--- src/rtl/fetch_decode_t_pkg.sv ---
// Shared definitions for the byte-stream fetch/decode block.
// Holds the byte type, register and addressing-mode identifiers, the
// instruction group encoding, the decoded-instruction record, the FSM
// state type and the aaa/bbb/cc opcode field constants.
package fetch_decode_t_pkg;

    localparam int BYTE_W = 8;
    typedef logic [BYTE_W-1:0] BYTE;

    // The pc field is wide enough for any PC_W up to 32; narrower
    // program counters are zero-extended into it.
    localparam int PC_FIELD_W = 32;

    typedef enum logic [1:0] {
        REG_A = 2'd0,
        REG_X = 2'd1,
        REG_Y = 2'd2
    } reg_id_t;

    // The first eight codes match the G1 bbb field so a G1 opcode maps
    // straight onto a mode; the extra modes cover G2/G3 forms.
    typedef enum logic [3:0] {
        MODE_IND1_X      = 4'd0,
        MODE_ZPG         = 4'd1,
        MODE_IMM         = 4'd2,
        MODE_ABS         = 4'd3,
        MODE_IND2_Y      = 4'd4,
        MODE_ZPG_X       = 4'd5,
        MODE_ABS_Y       = 4'd6,
        MODE_ABS_X       = 4'd7,
        MODE_ACCUMULATOR = 4'd8,
        MODE_IMPLIED     = 4'd9,
        MODE_RELATIVE    = 4'd10
    } addressing_mode_t;

    // Encoded exactly as the cc field of the opcode.
    typedef enum logic [1:0] {
        GRP_G3      = 2'b00,
        GRP_G1      = 2'b01,
        GRP_G2      = 2'b10,
        GRP_ILLEGAL = 2'b11
    } group_t;

    typedef enum logic [1:0] {
        ST_OPCODE     = 2'd0,
        ST_OPERAND_LO = 2'd1,
        ST_OPERAND_HI = 2'd2
    } fsm_state_t;

    typedef struct packed {
        logic [PC_FIELD_W-1:0] pc;
        BYTE                   opcode;
        logic [15:0]           operand;
        group_t                group;
        addressing_mode_t      mode;
        logic [1:0]            len;
        reg_id_t               reg_id;
        logic                  we;
        logic                  illegal;
    } dec_instr_t;

    // cc field values
    localparam logic [1:0] CC_G1 = 2'b01;
    localparam logic [1:0] CC_G2 = 2'b10;
    localparam logic [1:0] CC_G3 = 2'b00;

    // aaa field values that change register or write-enable behaviour
    localparam logic [2:0] AAA_STA = 3'b100;
    localparam logic [2:0] AAA_CMP = 3'b110;
    localparam logic [2:0] AAA_LDX = 3'b101;
    localparam logic [2:0] AAA_LDY = 3'b101;

    // bbb field values for G1
    localparam logic [2:0] BBB1_IND1_X = 3'b000;
    localparam logic [2:0] BBB1_ZPG    = 3'b001;
    localparam logic [2:0] BBB1_IMM    = 3'b010;
    localparam logic [2:0] BBB1_ABS    = 3'b011;
    localparam logic [2:0] BBB1_IND2_Y = 3'b100;
    localparam logic [2:0] BBB1_ZPG_X  = 3'b101;
    localparam logic [2:0] BBB1_ABS_Y  = 3'b110;
    localparam logic [2:0] BBB1_ABS_X  = 3'b111;

    // bbb field values for G2
    localparam logic [2:0] BBB2_IMM   = 3'b000;
    localparam logic [2:0] BBB2_ZPG   = 3'b001;
    localparam logic [2:0] BBB2_ACC   = 3'b010;
    localparam logic [2:0] BBB2_ABS   = 3'b011;
    localparam logic [2:0] BBB2_IMPL0 = 3'b100;
    localparam logic [2:0] BBB2_ZPG_X = 3'b101;
    localparam logic [2:0] BBB2_IMPL1 = 3'b110;
    localparam logic [2:0] BBB2_ABS_X = 3'b111;

    // bbb field values for G3
    localparam logic [2:0] BBB3_IMM   = 3'b000;
    localparam logic [2:0] BBB3_ZPG   = 3'b001;
    localparam logic [2:0] BBB3_IMPL0 = 3'b010;
    localparam logic [2:0] BBB3_ABS   = 3'b011;
    localparam logic [2:0] BBB3_REL   = 3'b100;
    localparam logic [2:0] BBB3_ZPG_X = 3'b101;
    localparam logic [2:0] BBB3_IMPL1 = 3'b110;
    localparam logic [2:0] BBB3_ABS_X = 3'b111;

    // Instruction length in bytes follows from the addressing mode alone:
    // absolute forms carry a 16-bit operand, implied/accumulator none.
    function automatic logic [1:0] mode_length(input addressing_mode_t mode);
        case (mode)
            MODE_ABS, MODE_ABS_Y, MODE_ABS_X: mode_length = 2'd3;
            MODE_IMPLIED, MODE_ACCUMULATOR:   mode_length = 2'd1;
            default:                          mode_length = 2'd2;
        endcase
    endfunction

endpackage

--- src/rtl/fetch_decode_t_opcode_class.sv ---
// Combinational opcode classifier.
// Ports:
//   opcode_i  - opcode byte to classify
//   group_o   - instruction group taken from the cc field
//   mode_o    - addressing mode
//   len_o     - total instruction length in bytes (1..3)
//   reg_o     - destination register
//   we_o      - register write enable
//   illegal_o - opcode is not a valid instruction
module opcode_class_t
    import fetch_decode_t_pkg::*;
(
    input  BYTE              opcode_i,
    output group_t           group_o,
    output addressing_mode_t mode_o,
    output logic [1:0]       len_o,
    output reg_id_t          reg_o,
    output logic             we_o,
    output logic             illegal_o
);

    logic [2:0] aaa;
    logic [2:0] bbb;
    logic [1:0] cc;

    assign aaa = opcode_i[7:5];
    assign bbb = opcode_i[4:2];
    assign cc  = opcode_i[1:0];

    // Classification starts from the illegal form (single byte, no write)
    // and each legal group overrides it. STA immediate is carved out of G1
    // afterwards because it is the one hole in an otherwise full group.
    always_comb begin
        group_o   = GRP_ILLEGAL;
        mode_o    = MODE_IMPLIED;
        len_o     = 2'd1;
        reg_o     = REG_A;
        we_o      = 1'b0;
        illegal_o = 1'b1;

        case (cc)
            CC_G1: begin
                group_o   = GRP_G1;
                illegal_o = 1'b0;
                we_o      = !(aaa == AAA_STA || aaa == AAA_CMP);
                case (bbb)
                    BBB1_IND1_X: mode_o = MODE_IND1_X;
                    BBB1_ZPG:    mode_o = MODE_ZPG;
                    BBB1_IMM:    mode_o = MODE_IMM;
                    BBB1_ABS:    mode_o = MODE_ABS;
                    BBB1_IND2_Y: mode_o = MODE_IND2_Y;
                    BBB1_ZPG_X:  mode_o = MODE_ZPG_X;
                    BBB1_ABS_Y:  mode_o = MODE_ABS_Y;
                    default:     mode_o = MODE_ABS_X;
                endcase
                len_o = mode_length(mode_o);
                if (aaa == AAA_STA && bbb == BBB1_IMM) begin
                    illegal_o = 1'b1;
                    mode_o    = MODE_IMPLIED;
                    len_o     = 2'd1;
                    we_o      = 1'b0;
                end
            end
            CC_G2: begin
                group_o   = GRP_G2;
                illegal_o = 1'b0;
                case (bbb)
                    BBB2_IMM:   mode_o = MODE_IMM;
                    BBB2_ZPG:   mode_o = MODE_ZPG;
                    BBB2_ACC:   mode_o = MODE_ACCUMULATOR;
                    BBB2_ABS:   mode_o = MODE_ABS;
                    BBB2_ZPG_X: mode_o = MODE_ZPG_X;
                    BBB2_ABS_X: mode_o = MODE_ABS_X;
                    default:    mode_o = MODE_IMPLIED;
                endcase
                len_o = mode_length(mode_o);
                if (aaa == AAA_LDX) begin
                    reg_o = REG_X;
                    we_o  = 1'b1;
                end else if (mode_o == MODE_ACCUMULATOR) begin
                    we_o  = 1'b1;
                end
            end
            CC_G3: begin
                group_o   = GRP_G3;
                illegal_o = 1'b0;
                case (bbb)
                    BBB3_IMM:   mode_o = MODE_IMM;
                    BBB3_ZPG:   mode_o = MODE_ZPG;
                    BBB3_ABS:   mode_o = MODE_ABS;
                    BBB3_REL:   mode_o = MODE_RELATIVE;
                    BBB3_ZPG_X: mode_o = MODE_ZPG_X;
                    BBB3_ABS_X: mode_o = MODE_ABS_X;
                    default:    mode_o = MODE_IMPLIED;
                endcase
                len_o = mode_length(mode_o);
                if (aaa == AAA_LDY) begin
                    reg_o = REG_Y;
                    we_o  = 1'b1;
                end
            end
            default: begin
                group_o = GRP_ILLEGAL;
            end
        endcase
    end

endmodule

--- src/rtl/fetch_decode_t.sv ---
// Byte-stream instruction fetch and decode with a small output FIFO.
// Bytes arrive on a valid/ready stream, are assembled into 1..3 byte
// instructions, classified and pushed into a QUEUE_DEPTH-entry FIFO.
// Ports:
//   clk_i, rst_i                - clock, asynchronous active-high reset
//   byte_valid_i/byte_i/byte_ready_o - instruction byte stream
//   flush_i/flush_pc_i          - discard everything and restart at a new PC
//   dec_valid_o/dec_ready_i/dec_o - decoded-instruction output handshake
module fetch_decode_t
    import fetch_decode_t_pkg::*;
#(
    parameter int              PC_W        = 16,
    parameter logic [PC_W-1:0] PC_RESET    = '0,
    parameter int              QUEUE_DEPTH = 2
) (
    input  logic            clk_i,
    input  logic            rst_i,
    input  logic            byte_valid_i,
    input  BYTE             byte_i,
    output logic            byte_ready_o,
    input  logic            flush_i,
    input  logic [PC_W-1:0] flush_pc_i,
    output logic            dec_valid_o,
    input  logic            dec_ready_i,
    output dec_instr_t      dec_o
);

    localparam int PTR_W = $clog2(QUEUE_DEPTH);
    localparam int CNT_W = PTR_W + 1;

    fsm_state_t       state_q, state_d;
    BYTE              opcode_q, opcode_d;
    BYTE              operand_lo_q, operand_lo_d;
    logic [PC_W-1:0]  pc_q, pc_d;
    logic [PC_W-1:0]  instr_pc_q, instr_pc_d;
    logic [PTR_W-1:0] wr_ptr_q, wr_ptr_d;
    logic [PTR_W-1:0] rd_ptr_q, rd_ptr_d;
    logic [CNT_W-1:0] count_q, count_d;
    dec_instr_t       mem_q [QUEUE_DEPTH];
    dec_instr_t       mem_d [QUEUE_DEPTH];

    logic             queue_full;
    logic             byte_accept;
    logic             pop;
    logic             push;
    dec_instr_t       push_entry;
    logic [PC_W-1:0]  entry_pc;
    BYTE              entry_opcode;
    logic [15:0]      entry_operand;

    BYTE              class_opcode;
    group_t           cls_group;
    addressing_mode_t cls_mode;
    logic [1:0]       cls_len;
    reg_id_t          cls_reg;
    logic             cls_we;
    logic             cls_illegal;

    assign queue_full   = (count_q == CNT_W'(QUEUE_DEPTH));
    assign byte_ready_o = !queue_full && !flush_i && !rst_i;
    assign byte_accept  = byte_valid_i && byte_ready_o;
    assign dec_valid_o  = (count_q != '0);
    assign pop          = dec_valid_o && dec_ready_i && !flush_i;
    assign dec_o        = dec_valid_o ? mem_q[rd_ptr_q] : '0;

    // While waiting for an opcode the classifier looks at the incoming
    // byte so single-byte instructions can be pushed immediately; during
    // operand bytes it keeps classifying the latched opcode.
    assign class_opcode = (state_q == ST_OPCODE) ? byte_i : opcode_q;

    opcode_class_t u_class (
        .opcode_i  (class_opcode),
        .group_o   (cls_group),
        .mode_o    (cls_mode),
        .len_o     (cls_len),
        .reg_o     (cls_reg),
        .we_o      (cls_we),
        .illegal_o (cls_illegal)
    );

    // Instruction assembly FSM. A flush overrides everything: the partial
    // instruction is dropped and the PC reloaded. Otherwise every accepted
    // byte advances the PC, and the byte that completes an instruction
    // raises push with the fields gathered so far.
    always_comb begin
        state_d       = state_q;
        opcode_d      = opcode_q;
        operand_lo_d  = operand_lo_q;
        pc_d          = pc_q;
        instr_pc_d    = instr_pc_q;
        push          = 1'b0;
        entry_pc      = instr_pc_q;
        entry_opcode  = opcode_q;
        entry_operand = 16'h0000;

        if (flush_i) begin
            state_d = ST_OPCODE;
            pc_d    = flush_pc_i;
        end else if (byte_accept) begin
            pc_d = pc_q + PC_W'(1);
            case (state_q)
                ST_OPCODE: begin
                    opcode_d     = byte_i;
                    instr_pc_d   = pc_q;
                    entry_pc     = pc_q;
                    entry_opcode = byte_i;
                    if (cls_len == 2'd1) begin
                        push = 1'b1;
                    end else begin
                        state_d = ST_OPERAND_LO;
                    end
                end
                ST_OPERAND_LO: begin
                    operand_lo_d = byte_i;
                    if (cls_len == 2'd2) begin
                        push          = 1'b1;
                        entry_operand = {8'h00, byte_i};
                        state_d       = ST_OPCODE;
                    end else begin
                        state_d = ST_OPERAND_HI;
                    end
                end
                ST_OPERAND_HI: begin
                    push          = 1'b1;
                    entry_operand = {byte_i, operand_lo_q};
                    state_d       = ST_OPCODE;
                end
                default: begin
                    state_d = ST_OPCODE;
                end
            endcase
        end
    end

    // Pack the classifier result and the gathered bytes into one record.
    always_comb begin
        push_entry         = '0;
        push_entry.pc      = PC_FIELD_W'(entry_pc);
        push_entry.opcode  = entry_opcode;
        push_entry.operand = entry_operand;
        push_entry.group   = cls_group;
        push_entry.mode    = cls_mode;
        push_entry.len     = cls_len;
        push_entry.reg_id  = cls_reg;
        push_entry.we      = cls_we;
        push_entry.illegal = cls_illegal;
    end

    // Output FIFO bookkeeping. Pushes can only happen when not full
    // because byte_ready_o is already gated by fullness, so no overflow
    // check is needed here. Pointers wrap naturally since the depth is a
    // power of two.
    always_comb begin
        mem_d    = mem_q;
        wr_ptr_d = wr_ptr_q;
        rd_ptr_d = rd_ptr_q;
        count_d  = count_q;

        if (flush_i) begin
            wr_ptr_d = '0;
            rd_ptr_d = '0;
            count_d  = '0;
        end else begin
            if (push) begin
                mem_d[wr_ptr_q] = push_entry;
                wr_ptr_d        = wr_ptr_q + PTR_W'(1);
            end
            if (pop) begin
                rd_ptr_d = rd_ptr_q + PTR_W'(1);
            end
            count_d = count_q + CNT_W'(push) - CNT_W'(pop);
        end
    end

    // State register for the FSM, PC and FIFO.
    always_ff @(posedge clk_i or posedge rst_i) begin
        if (rst_i) begin
            state_q      <= ST_OPCODE;
            opcode_q     <= '0;
            operand_lo_q <= '0;
            pc_q         <= PC_RESET;
            instr_pc_q   <= PC_RESET;
            wr_ptr_q     <= '0;
            rd_ptr_q     <= '0;
            count_q      <= '0;
            for (int i = 0; i < QUEUE_DEPTH; i++) begin
                mem_q[i] <= '0;
            end
        end else begin
            state_q      <= state_d;
            opcode_q     <= opcode_d;
            operand_lo_q <= operand_lo_d;
            pc_q         <= pc_d;
            instr_pc_q   <= instr_pc_d;
            wr_ptr_q     <= wr_ptr_d;
            rd_ptr_q     <= rd_ptr_d;
            count_q      <= count_d;
            mem_q        <= mem_d;
        end
    end

endmodule

--- config.mk ---
export PLATFORM = sky130hd
export DESIGN_NAME = fetch_decode_t
export DESIGN_NICKNAME = d
export VERILOG_FILES = /design/src/rtl/fetch_decode_t_pkg.sv /design/src/rtl/fetch_decode_t_opcode_class.sv /design/src/rtl/fetch_decode_t.sv
export SDC_FILE = /design/constraint.sdc
export NUM_CORES = 1
export LEC_CHECK = 0
export CORE_MARGIN = 4
export CORE_UTILIZATION = 58
export CTS_BUF_LIST = sky130_fd_sc_hd__clkbuf_8
export CTS_CLUSTER_DIAMETER = 60
export DETAILED_ROUTE_END_ITERATION = 12
export HOLD_SLACK_MARGIN = 0.12
export PLACE_DENSITY = 0.86
export SLEW_MARGIN = 30
export SYNTH_ARGS = -nofsm -noshare
export SYNTH_HDL_FRONTEND = slang
export SYNTH_SLANG_ARGS = --single-unit
--- constraint.sdc ---
create_clock -name clk_i -period 7.06 [get_ports clk_i]
set_clock_uncertainty 0.1 [all_clocks]
set_input_delay 1.412 -clock clk_i [delete_from_list [all_inputs] [get_ports clk_i]]
set_output_delay 1.412 -clock clk_i [all_outputs]
set_load 0.01 [all_outputs]
==> impl_results.md, run 1 <==
* Status: complete, no violations
* Total wire length at 17.9 mm
* Synth top area share at 0.490
* Routed vias at 5,574
* Post-cts resize count at 0
* Number of global-route vias before repair at 5,770
* I/O Buffers at 82
* Clock H-tree levels at 4
* Number of fill cells at 998
* Ant. Diodes at 0
* Initial Util at 0.600
* VDD IR-drop max at 0.168 mV
* Synthesis-to-layout area growth at 16.1%
* Number of synthesized register bits at 158
* Routed WL per cell at 19.1 um
* Post-Syn Instances at 676
* Req. time, crit path at 7.30 ns
* Synthesized area at 8070 sq um
* Clk buf depth at 2
* Core region area at 13,500 sq um
* Number of max-cap violations at 0
* Clock transition at path regs at 0.07 ns
* Sequential fraction of design power at 0.486
* Tcrit/Tclk final at 0.718
* Post-CTS Setup Bufs at 0
* Hold Buf Count CTS at 0
* Mean post-synth cell area at 11.9 sq um
* Drt pass-1 iters at 6
* Startpoint types: input pin
* DRC Markers at 0
* Most frequent cells in the layout: dfrtp_1, clkdlybuf4s50_1, mux2_2
* GR Overflow Total at 0
* Synth unique cells at 51
* Nets at 786
* Max Fclk at 197 MHz
* Avg Vias per Cell at 5.97
* RePlAce Congestion at 0.929
* Psw at 0.667 mW
* DIE AREA at 15,900 sq um
* CP arrival at 5.32 ns
* Cell Pwr Density at 260 nW/um^2
* Gr usage total at 0.231
* CP Class: input pin to register
* Initial antenna violation count at 0
* Worst Hold Class: register to register
* Clock root cell: clkbuf_8
* Switching share of power at 0.273
* Comb pwr share at 0.214
* Clock network fraction of design power at 0.300
* Post-route ant nets at 0
* Setup TNS at 0 ns
* Unrepaired setup endpoints after global routing: false
* Initial DRC Count at 399
* Ys Warns at 0
* Synth area leader: dfrtp_1
* Final hold slack at 0.399 ns
* Slew of the pin with the lowest slew margin at 0.976 ns
* Post-DP HPWL at 12.0 mm
* Number of synthesized flops with an enable pin at 0
* Period minus WS final at 5.07 ns
* Internal Pwr Total at 1.77 mW
* Final setup fails at 0
* Slew Limit Fails at 0
* Most common cell after layout, fill and taps aside: dfrtp_1
* Clk_lat worst skew at 0.47 ns
* Slew HR at 0.349
* Register area share after synthesis at 0.490
* Critical path endpoint category: register
* Async set or reset register ratio after synthesis at 1.00
* Layout cells sized above 1 at 0.219
* Die Wd at 126 um
* Leakage at 4.25 nW
* Final Hold Viols at 0
* IO Pins at 99
* Rows at 42
* CTS tree: built
* CTS Buf Count at 17
* Die Y at 126 um
* Worst-path fanout max at 53
* CTS Sinks at 158
* Largest net degree at the start of global routing at 100
* Top_reg_cell synth: dfrtp_1
* Area contributors post-synth: dfrtp_1, mux2_2, mux2_4
* First-pass GRT wire length at 29.3 mm
==> power groups by stage <==
stage / clock [mW] / combinational, mW / sequential, mW
4_1_cts: 0.745 / 0.527 / 1.18
5_1_grt: 0.786 / 0.569 / 1.20
3_5_place_dp: 0 / 0.523 / 1.20
6_report: 0.732 / 0.522 / 1.18
3_3_place_gp: 0 / 0.490 / 1.18
2_1_floorplan: 0 / 0.403 / 1.16
==> state kept, by name (all words and copies together) (netlist names), 2 cells and up <==
signal and flops:
count_q 2, state_q 2, mem_q 104, opcode_q 8, pc_q 16, instr_pc_q 16
operand_lo_q 8
==> kinds of logic (layout without fill, tap and decap cells) <==
family                     after synthesis  in the layout  synth area share
other                                    1             16          0.000465
xor gates and xnor gates                 3              3           0.00326
AOI/OAI and AO/OA                      101            101            0.0926
and+or+nand+nor                        155            155            0.0850
DFF                                    158            158             0.490
muxes                                  178            178             0.260
buffers and inverters                   68            135            0.0504
adders and majority gates               12             12            0.0186
==> layout make-up <==
class | instances | area (sq um) | share of cell area
Sequential cell | 158 | 3960 | 0.422
Multi-Input combinational cell | 465 | 3770 | 0.403
Timing Repair Buffer | 90 | 921 | 0.0983
Clock buffer | 23 | 317 | 0.0338
Tap cell | 176 | 220 | 0.0235
Clock inverter | 9 | 130 | 0.0139
Inverter | 13 | 53.8 | 0.00574
==> per-stage QoR <==
| step | cells | instance area (sq um) | worst slack [ns] | util | total power, mW |
|---|---|---|---|---|---|
| floorplan | 691 | 8120 | 1.28 | - | 1.56 |
| CTS | 934 | 9370 | 2.07 | 0.696 | 2.45 |
| global placement | 900 | 8870 | 1.83 | 0.659 | 1.67 |
| finish | 934 | 9370 | 1.99 | 0.696 | 2.44 |
| global route | 934 | 9370 | 1.89 | 0.696 | 2.56 |
| detailed placement | 902 | 8920 | 1.58 | 0.663 | 1.72 |
==> cells in the mapped netlist (3+ instances only) <==
cell      number
nand3_1        6
mux2i_1       57
buf_1          7
ha_1          12
o21ai_0       29
buf_6         11
and2_1         6
a21oi_1       15
dfrtp_1      158
buf_4         18
and3_1         5
a31oi_1        3
and4_1         3
nor2_1        68
a22o_1        24
nand2_1       41
inv_1         12
o311ai_0       4
a221o_1        9
mux2_2        77
nor3b_1        3
clkbuf_1      18
mux2_1         3
mux2_4        40
nor3_1        14
==> path summary, 6_finish.rpt <==
kind | from | endpoint | slack [ns] | cells past startpoint
worst min-delay path | mem_q[108]$_DFFE_PP0P_ | mem_q[108]$_DFFE_PP0P_ | 0.40 | 1
worst min register to register | mem_q[108]$_DFFE_PP0P_ | mem_q[108]$_DFFE_PP0P_ | 0.40 | 1
max in group asynchronous | rst_i | rd_ptr_q$_DFFE_PP0P_ | 4.07 | 3
min in group asynchronous | rst_i | mem_q[95]$_DFFE_PP0P_ | 1.47 | 2
worst max-delay path | byte_i[3] | mem_q[105]$_DFFE_PP0P_ | 1.99 | 12
worst max register to register | state_q[0]$_DFFE_PP0P_ | mem_q[105]$_DFFE_PP0P_ | 2.29 | 13
==> routing by layer <==
metal | GRT usage | up-vias | part of all wire
li1 | - | 2530 | -
met1 | 0.288 | 2794 | 0.41
met2 | 0.389 | 213 | 0.51
met3 | 0.0601 | 37 | 0.063
met4 | 0.0820 | 0 | 0.023
met5 | 0 | - | 0
==> critical path, cell delays in order <==
cell             delay [ns]
clkdlybuf4s50_1        0.52
mux2_2                 0.39
inv_1                  0.17
ha_1                   0.25
inv_1                  0.07
o2111ai_1              0.30
o211ai_1               0.18
a21o_1                 0.24
and3_1                 0.28
o31ai_4                0.24
buf_4                  0.78
mux2_2                 0.42
No activity file was read; power rests on OpenSTA's default activity.
==> run 2: changes to the inputs <==
==> constraint.sdc (replaced) <==
create_clock -name clk_i -period 5.1 [get_ports clk_i]
set_clock_uncertainty 0.1 [all_clocks]
set_input_delay 1.02 -clock clk_i [delete_from_list [all_inputs] [get_ports clk_i]]
set_output_delay 1.02 -clock clk_i [all_outputs]
set_load 0.01 [all_outputs]
==> impl_results.md, run 2 (synthesis gave the netlist of run 1 again) <==
* Biggest register: mem_q (unchanged)
* Max incr delay on CP at 0.52 ns (was 0.78 ns)
* Initial antenna violation count at 0 (unchanged)
* Largest net degree at the start of global routing at 159 (was 100)
* CTS Sinks at 158 (unchanged)
* VDD IR-drop max at 0.200 mV (was 0.168 mV)
* Initial DRC Count at 442 (was 399)
* Hold Path Depth at 2 (was 1)
* Most frequent cells in the layout: dfrtp_1, clkdlybuf4s50_1, mux2_2 (unchanged)
* Initial Util at 0.600 (unchanged)
* Most common cell after layout, fill and taps aside: dfrtp_1 (unchanged)
* Rows at 42 (unchanged)
* Clk buf depth at 2 (unchanged)
* Critical path endpoint category: register (unchanged)
* Routed WL per cell at 19.6 um (was 19.1 um)
* Final setup fails at 0 (unchanged)
* Nets at 795 (was 786)
* Worst Hold Class: register to register (unchanged)
* Slew of the pin with the lowest slew margin at 0.819 ns (was 0.976 ns)
* Post-route ant nets at 0 (unchanged)
* Cell Pwr Density at 340 nW/um^2 (was 260 nW/um^2)
* Leakage at 4.25 nW (about the same)
* CTS tree: built (unchanged)
* Drt pass-1 iters at 5 (was 6)
* I/O Buffers at 82 (unchanged)
* RePlAce Congestion at 0.919 (was 0.929)
* Number of global-route vias before repair at 5,929 (was 5,770)
* Routed vias at 5,660 (was 5,574)
* GR Overflow Total at 0 (unchanged)
* Req. time, crit path at 5.32 ns (was 7.30 ns)
* DRC Markers at 0 (unchanged)
* Core region area at 13,500 sq um (unchanged)
* Clock H-tree levels at 4 (unchanged)
* CP arrival at 4.49 ns (was 5.32 ns)
* Worst-path fanout max at 31 (was 53)
* Crit-path cells: clkdlybuf4s50_1 > mux2_2 > inv_1 > ha_1 > inv_1 > o2111ai_1 > o211ai_1 > a21o_1 > and3_1 > o31ai_4 > buf_4 > mux2_2 (unchanged)
* Setup TNS at 0 ns (unchanged)
* Unrepaired setup endpoints after global routing: false (unchanged)
* Largest regs: mem_q x104, instr_pc_q x16, pc_q x16 (unchanged)
* Total wire length at 18.5 mm (was 17.9 mm)
* Gr usage total at 0.239 (was 0.231)
* Final Hold Viols at 0 (unchanged)
* Slowest CP cell: clkdlybuf4s50_1 (was buf_4)
* Die Wd at 126 um (unchanged)
* DIE AREA at 15,900 sq um (unchanged)
* Max Fclk at 234 MHz
* Hold Buf Count CTS at 0 (unchanged)
* Ant. Diodes at 0 (unchanged)
* Slew Limit Fails at 0 (unchanged)
* Clock root cell: clkbuf_8 (unchanged)
* Number of max-cap violations at 0 (unchanged)
* Clock transition at path regs at 0.08 ns (was 0.07 ns)
* Layout cells sized above 1 at 0.220 (was 0.219)
* Slew HR at 0.454 (was 0.349)
* Clk_lat worst skew at 0.45 ns (was 0.47 ns)
* First-pass GRT wire length at 30.4 mm (was 29.3 mm)
* Startpoint types: input pin (unchanged)
* CP Class: input pin to register (unchanged)
* Status: complete, no violations (unchanged)
* Avg Vias per Cell at 6.00 (was 5.97)
* Period minus WS final at 4.27 ns
* CTS Buf Count at 17 (unchanged)
* Final hold slack at 0.398 ns (was 0.399 ns)
* R2R depth at 16 (was 13)
* Post-cts resize count at 0 (unchanged)
* Die Y at 126 um (unchanged)
* Post-DP HPWL at 12.6 mm (was 12.0 mm)
* Post-CTS Setup Bufs at 0 (unchanged)
* Synthesis-to-layout area growth at 15.3% (was 16.1%)
* IO Pins at 99 (unchanged)
* Tcrit/Tclk final at 0.837
* Max FFs per register at 104 (unchanged)
run 2: cell types whose count changed in the layout (fill, tap and decap cells not counted), sizes merged:
cell	delta
clkbuf	-3
bufinv	-3
inv	+5
clkinv	+2
buf	+9
clkinvlp	-1
run 2: critical path: cells and delay by family:
family | cells | cell delay (ns)
buffers and inverters | 4 | 1.19
AO/OA/AOI/OAI | 4 | 0.95
multiplexers | 2 | 0.79
AND/OR/NAND/NOR | 1 | 0.29
adder cells (fa/ha/maj) | 1 | 0.22
run 2: final cells by class:
cell class	count	area (sq um)
clock inverter	12	57.6
tap	176	220
clock buffer	20	275
inverter	13	52.6
timing repair buffer	99	973
multi-input combinational	465	3770
sequential	158	3960
fill	970	4150
run 2: worst paths after layout:
| check | slack, ns | end | from |
|---|---|---|---|
| max | 0.83 | mem_q[29]$_DFFE_PP0P_ | byte_i[3] |
| min | 0.40 | operand_lo_q[1]$_DFFE_PP0P_ | operand_lo_q[1]$_DFFE_PP0P_ |
| max reg2reg | 0.99 | count_q[1]$_DFF_PP0_ | state_q[0]$_DFFE_PP0P_ |
| min reg2reg | 0.40 | operand_lo_q[1]$_DFFE_PP0P_ | operand_lo_q[1]$_DFFE_PP0P_ |
| max in group asynchronous | 3.18 | opcode_q[1]$_DFF_PP0_ | rst_i |
| min in group asynchronous | 1.14 | mem_q[49]$_DFFE_PP0P_ | rst_i |
run 2: metal layers:
layer  up-vias  track usage  wire length (um)
li1       2549            -                 -
met1      2867        0.303              7680
met2       221        0.407              9490
met3        23       0.0474              1010
met4         0       0.0883               273
met5         -            0                 0
run 2: report_power, final:
group	switching [mW]	total [mW]	internal [mW]
sequential	0.147	1.64	1.49
combinational	0.325	0.721	0.396
clock	0.441	0.803	0.361
run 2: through the flow:
step	worst slack, ns	power (mW)	cells	utilization	instance area [sq um]
floorplan	1.25	2.17	691	-	8130
global placement	0.503	2.33	911	0.667	8970
detailed placement	0.403	2.38	911	0.667	8970
CTS	0.884	3.18	943	0.692	9310
global route	0.590	3.33	943	0.692	9310
finish	0.832	3.16	943	0.692	9310
==> run 3: changes to the inputs <==
==> constraint.sdc (replaced) <==
create_clock -name clk_i -period 4.2 [get_ports clk_i]
set_clock_uncertainty 0.1 [all_clocks]
set_input_delay 0.84 -clock clk_i [delete_from_list [all_inputs] [get_ports clk_i]]
set_output_delay 0.84 -clock clk_i [all_outputs]
set_load 0.01 [all_outputs]
==> impl_results.md, run 3 (synthesis gave the netlist of run 1 again) <==
* Rows at 42 (unchanged)
* Most frequent cells in the layout: dfrtp_1, clkdlybuf4s50_1, mux2_2 (unchanged)
* Nets at 806 (was 795)
* Switching share of power at 0.273 (was 0.289)
* Comb pwr share at 0.218 (was 0.228)
* Req. time, crit path at 4.45 ns (was 5.32 ns)
* Max incr delay on CP at 0.42 ns (was 0.52 ns)
* Slew of the pin with the lowest slew margin at 0.869 ns (was 0.819 ns)
* Largest regs: mem_q x104, instr_pc_q x16, pc_q x16 (unchanged)
* Crit-path cells: inv_1 > ha_1 > mux2_2 > ha_1 > o2111ai_1 > o211ai_1 > a21o_1 > and3_1 > o31ai_1 > ha_1 > inv_1 > ha_1 > xor2_1 > xnor2_1 > nor2_1 (was clkdlybuf4s50_1 > mux2_2 > inv_1 > ha_1 > inv_1 > o2111ai_1 > o211ai_1 > a21o_1 > and3_1 > o31ai_4 > buf_4 > mux2_2)
* Unrepaired setup endpoints after global routing: false (unchanged)
* Clock network fraction of design power at 0.289 (was 0.254)
* Hold Buf Count CTS at 0 (unchanged)
* IO Pins at 99 (unchanged)
* Gr usage total at 0.238 (was 0.239)
* Number of max-cap violations at 0 (unchanged)
* I/O Buffers at 82 (unchanged)
* Largest net degree at the start of global routing at 159 (unchanged)
* Most used cell, CP: ha_1
* GR Overflow Total at 0 (unchanged)
* DRC Markers at 0 (unchanged)
* Clock H-tree levels at 4 (unchanged)
* Worst Path Buf+Inv at 2 (was 4)
* CTS Sinks at 158 (unchanged)
* Finished Layout Cells at 952 (was 943)
* Uppermost layer routed: met4 (unchanged)
* Initial antenna violation count at 0 (unchanged)
* Clock transition at path regs at 0.08 ns (about the same)
* RePlAce Congestion at 0.925 (was 0.919)
* Max FFs per register at 104 (unchanged)
* Clk buf depth at 2 (unchanged)
* Final Hold Viols at 0 (unchanged)
* Initial DRC Count at 430 (was 442)
* Core region area at 13,500 sq um (unchanged)
* Slowest CP cell: dfrtp_1 (was clkdlybuf4s50_1)
* Biggest register: mem_q (unchanged)
* Area after DPL at 9090 sq um (was 8970 sq um)
* Routed vias at 5,646 (was 5,660)
* M1 WL at 7.82 mm (was 7.68 mm)
* Initial Util at 0.600 (unchanged)
* Layout cells sized above 1 at 0.233 (was 0.220)
* Tcrit/Tclk final at 0.898
* Post-route ant nets at 0 (unchanged)
* Top delay family on crit path: compound AO/OA/AOI/OAI gates (was buffers and inverters)
* Crit Reg-Reg Endpoint: count_q[1]$_DFF_PP0_ (unchanged)
* Post-layout util at 0.706 (was 0.692)
* Reg-to-reg slack, setup at 0.43 ns (was 0.99 ns)
* CTS tree: built (unchanged)
* First-pass GRT wire length at 30.2 mm (was 30.4 mm)
* Worst Hold Class: register to register (unchanged)
* Psw at 1.10 mW (was 0.913 mW)
* Internal Pwr Total at 2.94 mW (was 2.25 mW)
* DIE AREA at 15,900 sq um (unchanged)
* Placed insts at 922 (was 911)
* Setup crit end: count_q[1]$_DFF_PP0_ (was mem_q[29]$_DFFE_PP0P_)
* Slew Limit Fails at 0 (unchanged)
* Clock root cell: clkbuf_8 (unchanged)
* Status: complete, no violations (unchanged)
* CP arrival at 4.02 ns (was 4.49 ns)
* Die Y at 126 um (unchanged)
* Leakage at 4.35 nW (was 4.25 nW)
* R2R depth at 15 (was 16)
* Met2 wire length at 9.05 mm (was 9.49 mm)
* Routed WL per cell at 19.2 um (was 19.6 um)
* FF-to-FF Start: state_q[1]$_DFFE_PP0P_ (was state_q[0]$_DFFE_PP0P_)
* Fin area at 9500 sq um (was 9310 sq um)
* Most common cell after layout, fill and taps aside: dfrtp_1 (unchanged)
* Max Fclk at 265 MHz
* Setup TNS at 0 ns (unchanged)
* Final hold slack at 0.403 ns (was 0.398 ns)
* Ant. Diodes at 0 (unchanged)
* Final setup fails at 0 (unchanged)
* Critical Path Source: state_q[1]$_DFFE_PP0P_ (was byte_i[3])
* CTS Buf Count at 17 (unchanged)
* CP Class: register to register (was input pin to register)
* Period minus WS final at 3.77 ns
* Slew HR at 0.421 (was 0.454)
* Die Wd at 126 um (unchanged)
* Post-DP HPWL at 12.5 mm (was 12.6 mm)
* Stages on worst setup path at 15 (was 12)
* Avg Vias per Cell at 5.93 (was 6.00)
* Worst-path fanout max at 6 (was 31)
* Sequential fraction of design power at 0.493 (was 0.518)
* Met3 WL at 1.07 mm (was 1.01 mm)
* Clk_lat worst skew at 0.47 ns (was 0.45 ns)
* Number of global-route vias before repair at 5,886 (was 5,929)
* Post-cts resize count at 0 (unchanged)
* Startpoint types: register (was input pin)
* Post-CTS Setup Bufs at 0 (unchanged)
* VDD IR-drop max at 0.456 mV (was 0.200 mV)
* Critical path endpoint category: register (unchanged)
* Synthesis-to-layout area growth at 17.8% (was 15.3%)
* Cell Pwr Density at 426 nW/um^2 (was 340 nW/um^2)
* Drt pass-1 iters at 5 (unchanged)
* Total wire length at 18.3 mm (was 18.5 mm)
## run 3: cell count changes in the layout (fill, tap and decap cells not counted)
| cell | previous run | this run |
|---|---|---|
| clkinv_2 | 4 | 2 |
| clkinvlp_4 | 3 | 2 |
| buf_12 | 2 | 5 |
| inv_1 | 17 | 14 |
| clkbuf_8 | 20 | 21 |
| buf_4 | 15 | 23 |
| bufinv_16 | 0 | 3 |
## run 3: area by class of cell
type | count | area, sq um
clock buffer | 21 | 289
sequential | 158 | 3960
fill | 913 | 3950
inverter | 13 | 52.6
multi-input combinational | 465 | 3770
timing repair buffer | 110 | 1090
clock inverter | 9 | 119
tap | 176 | 220
## run 3: worst register-to-register path, stage by stage, from the launching register on
cell and delay (ns):
dfrtp_1 0.42, inv_1 0.12, ha_1 0.26, mux2_2 0.38, ha_1 0.27, o2111ai_1 0.30, o211ai_1 0.19, a21o_1 0.22
and3_1 0.27, o31ai_1 0.28, ha_1 0.27, inv_1 0.06, ha_1 0.14, xor2_1 0.19, xnor2_1 0.14, nor2_1 0.05
## run 3: power by group through the flow
stage	clock network, mW	logic, mW	registers (mW)
2_1_floorplan	0	0.677	1.95
3_3_place_gp	0	0.845	1.99
6_report	1.17	0.883	2.00
5_1_grt	1.25	0.966	2.03
4_1_cts	1.18	0.890	2.00
3_5_place_dp	0	0.887	2.02
## run 3: worst min path at each step
| stage | from | endpoint | cells past startpoint | slack [ns] |
|---|---|---|---|---|
| floorplan | operand_lo_q[1]$_DFFE_PP0P_ | operand_lo_q[1]$_DFFE_PP0P_ | 2 | 0.35 |
| global placement | operand_lo_q[1]$_DFFE_PP0P_ | operand_lo_q[1]$_DFFE_PP0P_ | 2 | 0.37 |
| detailed placement | mem_q[21]$_DFFE_PP0P_ | mem_q[21]$_DFFE_PP0P_ | 1 | 0.38 |
| CTS | operand_lo_q[1]$_DFFE_PP0P_ | operand_lo_q[1]$_DFFE_PP0P_ | 2 | 0.40 |
| global route | mem_q[90]$_DFFE_PP0P_ | mem_q[90]$_DFFE_PP0P_ | 1 | 0.42 |
| finish | operand_lo_q[1]$_DFFE_PP0P_ | operand_lo_q[1]$_DFFE_PP0P_ | 2 | 0.40 |
## run 3: per-layer routing
layer,track usage,vias to the layer above
met4,0.0839,0
li1,-,2562
met1,0.303,2860
met2,0.396,193
met5,0,-
met3,0.0610,31
## run 3: per-stage QoR
stage	setup slack (ns)	power, mW
CTS	0.445	4.07
finish	0.428	4.05
detailed placement	-0.00845	2.90
global route	0.178	4.25
global placement	0.0851	2.84
floorplan	0.526	2.63
